### config.mk
export PLATFORM = sky130hd
export DESIGN_NAME = ip_host_seq
export DESIGN_NICKNAME = d
export VERILOG_FILES = /design/src/rtl/ip_host_seq.sv
export SDC_FILE = /design/constraint.sdc
export NUM_CORES = 1
export LEC_CHECK = 0
export ABC_AREA = 1
export BUFFER_PORTS_ARGS = -buffer_cell sky130_fd_sc_hd__buf_2
export CORE_ASPECT_RATIO = 1.1
export CORE_MARGIN = 4
export CORE_UTILIZATION = 40
export CTS_BUF_LIST = sky130_fd_sc_hd__clkbuf_8
export DETAILED_ROUTE_END_ITERATION = 7
export PLACE_DENSITY = 0.69
export SYNTH_ARGS = -nofsm -noshare
export SYNTH_HDL_FRONTEND = slang
export SYNTH_SLANG_ARGS = --single-unit
### constraint.sdc
create_clock -name clk -period 3.9 [get_ports clk]
set_input_delay 0.78 -clock clk [delete_from_list [all_inputs] [get_ports clk]]
set_output_delay 0.78 -clock clk [all_outputs]
set_load 0.05 [all_outputs]
### src/rtl/ip_host_seq.sv
// Host-side job sequencer: streams a job into the core's input memory, kicks the core,
// waits for done_f under a watchdog, then drains the core's output memory as a stream.
module ip_host_seq #(
  parameter int unsigned ADDR_WIDTH_MEMI = 6,
  parameter int unsigned ADDR_WIDTH_MEMO = 6,
  parameter int unsigned SIZE_CR         = 1,
  parameter int unsigned TIMEOUT_CYC     = 1000000
) (
  input  logic                       clk,
  input  logic                       rst_a,
  input  logic                       en_s,
  input  logic                       go,
  input  logic [SIZE_CR*32-1:0]      cfg_word,
  input  logic [31:0]                src_data,
  input  logic                       src_valid,
  output logic                       src_ready,
  output logic [ADDR_WIDTH_MEMI-1:0] memi_addr,
  output logic [31:0]                memi_data,
  output logic                       memi_we,
  output logic [SIZE_CR*32-1:0]      confReg,
  output logic                       start,
  input  logic                       done_f,
  output logic [ADDR_WIDTH_MEMO-1:0] memo_addr,
  input  logic [31:0]                memo_data,
  output logic [31:0]                dst_data,
  output logic                       dst_valid,
  input  logic                       dst_ready,
  output logic                       host_busy,
  output logic                       job_done,
  output logic                       timeout_err
);

  typedef enum logic [2:0] {
    S_IDLE,
    S_LOAD,
    S_KICK,
    S_WAIT_DONE,
    S_DRAIN_RD,
    S_DRAIN_OUT,
    S_FIN
  } state_e;

  localparam bit          WDOG_EN   = (TIMEOUT_CYC != 0);
  localparam logic [31:0] WDOG_LAST = 32'(TIMEOUT_CYC - 1);

  state_e                     state_q, state_d;
  logic [ADDR_WIDTH_MEMI-1:0] memi_addr_q, memi_addr_d;
  logic [ADDR_WIDTH_MEMO-1:0] memo_addr_q, memo_addr_d;
  logic [SIZE_CR*32-1:0]      conf_q, conf_d;
  logic [31:0]                dst_data_q, dst_data_d;
  logic                       dst_valid_q, dst_valid_d;
  logic                       timeout_err_q, timeout_err_d;
  logic [31:0]                wdog_q, wdog_d;

  // NOTE: every register gets its hold value first, so no path can infer a latch.
  always_comb begin
    state_d       = state_q;
    memi_addr_d   = memi_addr_q;
    memo_addr_d   = memo_addr_q;
    conf_d        = conf_q;
    dst_data_d    = dst_data_q;
    dst_valid_d   = dst_valid_q;
    timeout_err_d = timeout_err_q;
    wdog_d        = wdog_q;
    src_ready     = 1'b0;
    memi_we       = 1'b0;

    unique case (state_q)
      S_IDLE: begin
        if (go) begin
          state_d       = S_LOAD;
          conf_d        = cfg_word;
          timeout_err_d = 1'b0;
          memi_addr_d   = '0;
          memo_addr_d   = '0;
        end
      end
      S_LOAD: begin
        // A stalled cycle must neither accept a word nor write the memory.
        src_ready = en_s;
        if (src_valid && en_s) begin
          memi_we     = 1'b1;
          memi_addr_d = memi_addr_q + ADDR_WIDTH_MEMI'(1);
          if (&memi_addr_q) state_d = S_KICK;
        end
      end
      S_KICK: begin
        wdog_d  = '0;
        state_d = S_WAIT_DONE;
      end
      S_WAIT_DONE: begin
        if (done_f) begin
          state_d = S_DRAIN_RD;
        end else if (WDOG_EN && (wdog_q == WDOG_LAST)) begin
          timeout_err_d = 1'b1;
          state_d       = S_FIN;
        end else begin
          wdog_d = wdog_q + 32'd1;
        end
      end
      S_DRAIN_RD: begin
        dst_data_d  = memo_data;
        dst_valid_d = 1'b1;
        state_d     = S_DRAIN_OUT;
      end
      S_DRAIN_OUT: begin
        if (dst_ready) begin
          dst_valid_d = 1'b0;
          memo_addr_d = memo_addr_q + ADDR_WIDTH_MEMO'(1);
          state_d     = (&memo_addr_q) ? S_FIN : S_DRAIN_RD;
        end
      end
      S_FIN: begin
        state_d = S_IDLE;
      end
      default: begin
        state_d = S_IDLE;
      end
    endcase
  end

  // NOTE: sequential state uses non-blocking assignments so every register samples
  // the pre-edge values regardless of statement order.
  always_ff @(posedge clk or posedge rst_a) begin
    if (rst_a) begin
      state_q       <= S_IDLE;
      memi_addr_q   <= '0;
      memo_addr_q   <= '0;
      conf_q        <= '0;
      dst_data_q    <= '0;
      dst_valid_q   <= 1'b0;
      timeout_err_q <= 1'b0;
      wdog_q        <= '0;
    end else if (en_s) begin
      state_q       <= state_d;
      memi_addr_q   <= memi_addr_d;
      memo_addr_q   <= memo_addr_d;
      conf_q        <= conf_d;
      dst_data_q    <= dst_data_d;
      dst_valid_q   <= dst_valid_d;
      timeout_err_q <= timeout_err_d;
      wdog_q        <= wdog_d;
    end
  end

  // start/job_done decode straight from state, so a stall stretches them naturally.
  assign start       = (state_q == S_KICK);
  assign job_done    = (state_q == S_FIN);
  assign host_busy   = (state_q != S_IDLE);
  assign memi_addr   = memi_addr_q;
  assign memi_data   = memi_we ? src_data : 32'd0;
  assign memo_addr   = memo_addr_q;
  assign confReg     = conf_q;
  assign dst_data    = dst_data_q;
  assign dst_valid   = dst_valid_q;
  assign timeout_err = timeout_err_q;

endmodule

Yosys cells after proc, flatten, opt, wreduce, memory -nomap -nowiden
Cells that the tools add are included.
- add/sub/neg operators: 3
- equal/unequal tests: 15
- muxes and demuxes: 26
- reduce and logical (&&, ||, !) cells: 18
- operator list (cell ; number):
    two-way mux 32 bit ; 3
    one-hot mux 32 bit (2 select lines) ; 1
    adder 32 x 1 -> 32 bit, second input constant ; 1
    equality test 32 x 20 -> 1 bit, second input constant ; 1
    one-hot mux 6 bit (2 select lines) ; 2
    two-way mux 3 bit ; 6
    two-way mux 6 bit ; 3
    one-hot mux 3 bit (6 select lines) ; 1
    AND reduction 6 bit ; 3
    inequality test 2 bit, second input constant ; 7
    adder 6 x 1 -> 6 bit, second input constant ; 2
    AND reduction 4 bit ; 3
    nonzero test 2 bit ; 5
    equality test 3 bit, second input constant ; 3
    two-way mux 1 bit ; 7
    equality test 3 x 2 -> 1 bit, second input constant ; 2
    AND reduction 3 bit ; 2
    AND reduction 5 bit ; 1
    one-hot mux 1 bit (2 select lines) ; 2
    equality test 3 x 1 -> 1 bit, second input constant ; 1
    zero test 3 bit ; 1
    inequality test 3 bit, second input constant ; 1
    nonzero test 3 bit ; 1
    two-way mux 2 bit ; 1
    other kinds (2) ; 2
- bits in registers: 113
- input port bits: 103
- output and inout port bits: 115
- logic and storage cells: 70

Longest topological paths before layout
Gate-level depths: netlist of the first run.
- depth after elaboration: 4
- mapped depth: 11
- gate-level depth less buffers: 11

Least setup slack after synthesis of the first run
No wires, ideal clock.
- kind: input-to-output
- start point: input en_s
- end point: output memi_data[10]
- arrival: 2.327 ns
- data required time: 3.120 ns
- setup slack: 0.793 ns
- stages on the path: 5
- buffers on the path: 1
- path through: nand2_1 -> nor2_2 -> inv_2 -> clkbuf_1 -> nor2_1
- longest elaborated chain between the ends: 4
- RTL lines (item ; RTL line ; RTL):
    from (decl) ; 11 ; input logic en_s,
    logical AND 1 bit ; 81 ; if (src_valid && en_s) begin
    two-way mux 1 bit ; 81 ;
    two-way mux 1 bit ; 68 ; unique case (state_q)
    named net memi_we ; 19 ; output logic memi_we,
    two-way mux 32 bit ; 151 ; assign memi_data = memi_we ? src_data : 32'd0;
    to (decl) ; 18 ; output logic [31:0] memi_data,
The timed path passes the listed nets, and every way through them passes these cells.

Worst setup path after layout of the first run
- start point: register state_q[1]
- end point: output memi_data[0]
- longest elaborated chain between the ends: 3
- RTL lines (item ; RTL line ; RTL):
    from (decl) ; 46 ; state_e state_q, state_d;
    from (signal assigned) ; 135 ; state_q <= state_d;
    equality test 3 x 1 -> 1 bit ; 68 ;
    two-way mux 1 bit ; 68 ;
    two-way mux 32 bit ; 151 ;
No other way between the ends.

==> reports/metrics.csv, run 1 <==
stage;metric;value;unit
drt;drt_first_iter_violations;426;
drt;routed_via_density;4.640;
drt;dr.pass1.iters;4;
floorplanning;die_x;126.4;um
place;port_buffers;217;
sta;layout_min_cycle_time;2785;ps
place;gp_congestion;0.9281;
clock_network;cts_resized;0;
drt;routedWlPerCell;12.60;um
clock_network;postCtsSetupBuffers;0;
power_and_ir_drop;totalPowerFinal;5.567;mW
global_routing;track_usage;18.98;%
layout;nNetsFinal;1221;
flow_run;timing.max_cap.violations;0;
global_routing;grt_overflow;0;
floorplanning;initial_utilization;40.84;%
drt;vias;6144;
clock_network;cts_hold_buf;0;
critical_path;max_stage_delay;450;ps
global_routing;grt_pass1_vias;5686;
clock_network;clockBufferDepth;2;
place;dp_cells;1292;
critical_path;rrSetupSlack;1360;ps
floorplanning;row_count;47;
sta;max_freq;359.1;MHz
power_and_ir_drop;power_density;714.7;nW/um^2
critical_path;required;3120;ps
synth;synth.yosys.warnings;0;
sta;whs;448.6;ps
sta;slew_violations;0;
place;dp_hpwl;12.26;mm
clock_network;clock_latency;450;ps
critical_path;worstPathMaxFanout;33;
min_path;hp-class;in -> async;
drt;routed_wirelength;16.69;mm
synth;ys_seq_area_share;45.81;%
synth;synth_cells;904;
synth;synth.top_cell.area_share;45.81;%
drt;drc;0;
floorplanning;coreArea;15110;um^2
critical_path;reg2regPathDepth;10;
critical_path;slowest_stage;dfrtp_1;
critical_path;endpoint_kind;output port;
sta;worst_pin_slew;700.5;ps
critical_path;path_class;reg -> out;
clock_network;htree_levels;4;
floorplanning;fp.dieH;138.3;um
critical_path;crit-reg2reg-capture;dst_data[10];
critical_path;r2r-start;state_q[0];
synth;synth.avg_cell_area;6.828;um^2
synth;yosys.area.top_type;dfrtp_1;
sta;fin_setup_tns;0;ps
synth;syn-cell-area;6172;um^2
critical_path;cp.arrival;2000;ps
clock_network;cts.sinks;113;
global_routing;antenna_found_initial;2;
power_and_ir_drop;ir_worst_vdd;0.0004985;V
sta;rsz0062_at_grt;false;
clock_network;clk_pin_slew_worst_paths;70;ps
sta;period_share;71.40;%
sta;slew_headroom;53.30;%
sta;hold_viol;0;
global_routing;grt_max_degree;59;
critical_path;critPathLaunchType;register;
synth;ys_top_cells_by_area;dfrtp_1 46%, nand2_1 23%, nor2_1 8.4%, nand3_1 7.2%, inv_1 5.1%;
layout;final_common_cell;nand2_1;
synth;syn_nets;1010;
power_and_ir_drop;power_leakage;4.422;nW
clock_network;cts.root.buffer_cell;clkbuf_8;
clock_network;cts_buffers;17;
floorplanning;dieArea;17480;um^2
layout;num_antenna_cells;0;
layout;fill_cells;1501;
floorplanning;ios;218;
layout;drive_gt1_share;24.11;%
layout;layout.cells.most_common_list;379 x nand2_1, 217 x buf_2, 138 x nor2_1, 113 x dfrtp_1, 89 x nand3_1;
layout;fin_cells;1324;
sta;setup_viol;0;
sta;skew;11.14;ps
critical_path;crit_top_cell;nor2_2;
critical_path;path_cells;nor2_2 > nand2_2 > nor2_2 > inv_2 > nor2_1 > buf_2;
global_routing;grt_pass1_wl;27.20;mm
synth;synth.distinct_cells;31;
drt;antenna_left;0;
layout;area_delta_synth_final;26.21;%
synth;synth-seq-cells;113;
run_status;status;finished, final reports clean;
clock_network;cts_tree;done;
## synth_stat cells
cell type and number:
nand2_1 379, nor2_1 138, dfrtp_1 113, nand3_1 89
inv_1 84, buf_2 12, a21oi_1 10, clkbuf_1 10
nor3_1 9, o21ai_0 7, xor2_1 7, buf_4 5
inv_2 5, nand4_1 5, nand2_2 4, xnor2_1 4
ha_1 3, buf_1 2, buf_6 2, nand3_2 2
nor2_2 2, nor2_4 2, o21ai_1 2, inv_4 1
nand2_4 1, nand3b_1 1, nor2_8 1, nor3b_1 1
o21a_1 1, o31ai_1 1, or2_2 1
## registers in the layout (all words and copies together) (netlist names)
| name | flops |
|---|---|
| state_q | 3 |
| dst_data | 32 |
| memi_addr | 6 |
| wdog_q | 32 |
| memo_addr | 6 |
| timeout_err | 1 |
| dst_valid | 1 |
| confReg | 32 |
## routing by layer
metal	vias to the layer above	part of all wire [%]	global-route usage (%)
met5	-	0.14	0
met4	4	2.0	6.889
met3	28	9.2	7.330
met2	222	47	31.24
met1	2709	41	22.54
li1	3181	-	-
## worst max-delay path by stage
stage,start,to,slack [ps],cells after the start
detailed placement,en_s,memi_data[0],1240,6
floorplan,rst_a,confReg[0],130,1
CTS,state_q[1],memi_data[0],1060,6
global route,state_q[1],memi_data[20],950,6
finish,state_q[1],memi_data[0],1120,6
global placement,en_s,memi_data[0],1320,6
## final cells by class
| class | count | area, um^2 | area share, % |
|---|---|---|---|
| repair buffers | 223 | 1144 | 14.68 |
| flip-flops and latches | 113 | 2828 | 36.30 |
| multi-input cells | 670 | 2839 | 36.44 |
| clock buffers | 20 | 275.3 | 3.534 |
| clock inverters | 12 | 116.4 | 1.494 |
| well taps | 196 | 245.2 | 3.148 |
| inverters | 90 | 342.8 | 4.401 |
## cell families after synthesis
group | Yosys count | synth area share, %
fa+ha+maj | 3 | 0.6082
simple gates | 635 | 42.04
xor+xnor | 11 | 1.561
buf+inv | 121 | 8.190
compound gates | 21 | 1.784
flops | 113 | 45.81
## critical path, delay by kind of cell, from the launching register on
kind	cells	cell delay [ps]
AND/OR/NAND/NOR	4	600
flip-flops	1	450
buffers and inverters	2	500
## per-stage QoR
step / utilization, % / setup slack, ps / cell area, um^2
2_1_floorplan: - / 132.6 / 6172
3_3_place_gp: 48.95 / 1316 / 7398
3_5_place_dp: 48.95 / 1241 / 7398
4_1_cts: 51.54 / 1062 / 7790
5_1_grt: 51.54 / 947.4 / 7790
6_report: 51.54 / 1115 / 7790
## report_power, final
| part | total [mW] | switching, mW | internal, mW |
|---|---|---|---|
| logic | 2.71 | 2.15 | 0.555 |
| clock network | 1.10 | 0.489 | 0.609 |
| registers | 1.76 | 0.229 | 1.53 |
| total | 5.57 | 2.87 | 2.69 |
Power figures use the tool's default switching activity.
==> inputs of run 2 (changes only) <==
- clock period: 3.9 -> 2.4 ns (I/O delays scaled with it)
==> reports/metrics.csv, run 2 (synthesis results as in run 1) <==
stage;metric;value;unit
critical_path;cp.depth;7;
critical_path;required;1920;ps
critical_path;rrSetupSlack;370;ps
floorplanning;dieArea;17480;um^2
clock_network;cts_tree;done;
power_and_ir_drop;power_density;1162;nW/um^2
layout;final_area;8137;um^2
run_status;status;finished, final reports clean;
critical_path;critPathTopFamily;simple AND/OR/NAND/NOR gates;
drt;drt_first_iter_violations;400;
critical_path;slowest_stage;dfrtp_2;
clock_network;cts.root.buffer_cell;clkbuf_8;
layout;nNetsFinal;1225;
sta;fin_setup_tns;0;ps
critical_path;crit_buf_inv;3;
clock_network;clk_pin_slew_worst_paths;80;ps
global_routing;grt_overflow;0;
layout;multi_input_area;2902;um^2
drt;antenna_left;0;
clock_network;cts_buffers;17;
critical_path;cp.arrival;1850;ps
place;gp_congestion;0.9349;
critical_path;crit-reg2reg-capture;wdog_q[27];
critical_path;reg2regPathDepth;10;
sta;whs;139.6;ps
sta;layout_min_cycle_time;2333;ps
layout;area_delta_synth_final;31.83;%
global_routing;antenna_found_initial;1;
floorplanning;fp.dieH;138.3;um
clock_network;cts_hold_buf;0;
power_and_ir_drop;totalPowerFinal;9.457;mW
layout;layout.cells.most_common_list;379 x nand2_1, 185 x buf_2, 117 x nor2_1, 111 x dfrtp_1, 89 x nand3_1;
drt;vias;6241;
power_and_ir_drop;power_leakage;4.472;nW
global_routing;busiest_layer;met2;
critical_path;path_class;reg -> out;
layout;final_common_cell;nand2_1;
global_routing;grt_max_degree;48;
sta;worst_pin_slew;701.7;ps
floorplanning;row_count;47;
drt;drc;0;
global_routing;track_usage;19.35;%
critical_path;max_stage_delay;450;ps
layout;fin_cells;1328;
drt;dr.pass1.iters;5;
critical_path;r2r-start;wdog_q[0];
sta;slew_headroom;53.12;%
sta;setup_viol;0;
sta;skew;14.72;ps
floorplanning;die_x;126.4;um
clock_network;htree_levels;4;
critical_path;endpoint_kind;output port;
min_path;hp-class;in -> async;
global_routing;grt_pass1_wl;28.00;mm
global_routing;gr-usage-met2;31.61;%
floorplanning;ios;218;
layout;seqCellArea;2830;um^2
global_routing;grt_util_met1;23.82;%
power_and_ir_drop;ir_worst_vdd;0.0008692;V
critical_path;worstPathMaxFanout;32;
global_routing;met3_usage;6.520;%
floorplanning;initial_utilization;40.84;%
layout;fill_cells;1465;
clock_network;cts.sinks;113;
sta;period_share;97.23;%
critical_path;path_cells;nor2_2 > nand2_2 > nor2_4 > inv_2 > buf_8 > nor2_1 > buf_4;
drt;routed_via_density;4.700;
layout;drive_gt1_share;26.59;%
clock_network;clockBufferDepth;2;
sta;max_freq;428.6;MHz
floorplanning;coreArea;15110;um^2
place;placed_area;7435;um^2
sta;slew_violations;0;
layout;num_antenna_cells;0;
place;dp_cells;1295;
flow_run;timing.max_cap.violations;0;
critical_path;critPathLaunchType;register;
global_routing;grt_pass1_vias;5752;
drt;routed_wirelength;17.19;mm
place;dp_hpwl;12.44;mm
place;port_buffers;217;
drt;routedWlPerCell;12.95;um
clock_network;clock_latency;440;ps
sta;hold_viol;0;
run 2: cell types whose count changed in the layout (fill, tap and decap cells not counted), sizes merged:
cell	change
buf	+4
bufinv	+3
clkbuf	-2
inv	-2
clkinvlp	+1
run 2: what timing repair did:
| action | CTS | global route |
|---|---|---|
| setup endpoints to repair | 32 | 46 |
| setup buffers | 0 | 1 |
| endpoints found under the hold margin | 0 | 0 |
| gates resized for setup | 38 | 44 |
| pin swaps | 0 | 0 |
| cloned | 0 | 0 |
run 2: how the worst max path moves through the flow:
stage	from	to	slack, ps
global route	state_q[1]	memi_data[28]	-30
global placement	wdog_q[0]	wdog_q[18]	300
CTS	state_q[1]	memi_data[31]	20
detailed placement	wdog_q[0]	wdog_q[24]	200
floorplan	state_q[1]	memi_data[10]	-210
finish	state_q[1]	memi_data[28]	70
run 2: cell type report:
class                   instances  area share (%)
flip-flops and latches        113           34.78
clock inverters                14           2.599
repair buffers                227           16.67
well taps                     196           3.014
inverters                      90           4.229
multi-input cells             670           35.66
clock buffers                  18           3.045
run 2: where the power goes:
part / total [mW] / internal [mW] / switching, mW
combinational: 4.51 / 0.971 / 3.54
clock: 2.09 / 1.26 / 0.831
sequential: 2.86 / 2.49 / 0.366
run 2: through the flow:
| stage | setup slack, ps | utilization [%] |
|---|---|---|
| after global routing | -33.37 | 53.84 |
| after detailed placement | 201.5 | 49.19 |
| after floorplan | -206.0 | - |
| after global placement | 302.6 | 49.19 |
| after CTS | 23.83 | 52.89 |
| final | 66.58 | 53.84 |
run 2: per-layer routing:
layer,part of all wire (%),up-vias
li1,-,3189
met1,42,2787
met2,48,229
met3,8.3,34
met4,2.1,2
met5,0.041,-
run 2: worst register-to-register path: stages (launching register included):
cell     delay [ps]
dfrtp_1         450
ha_1            260
inv_1           100
nor2_4          230
nand3_1         100
nor2_1          110
nand2_1         100
nand3_2         120
nand2_4         220
nand2_1         170
nand2_1          60
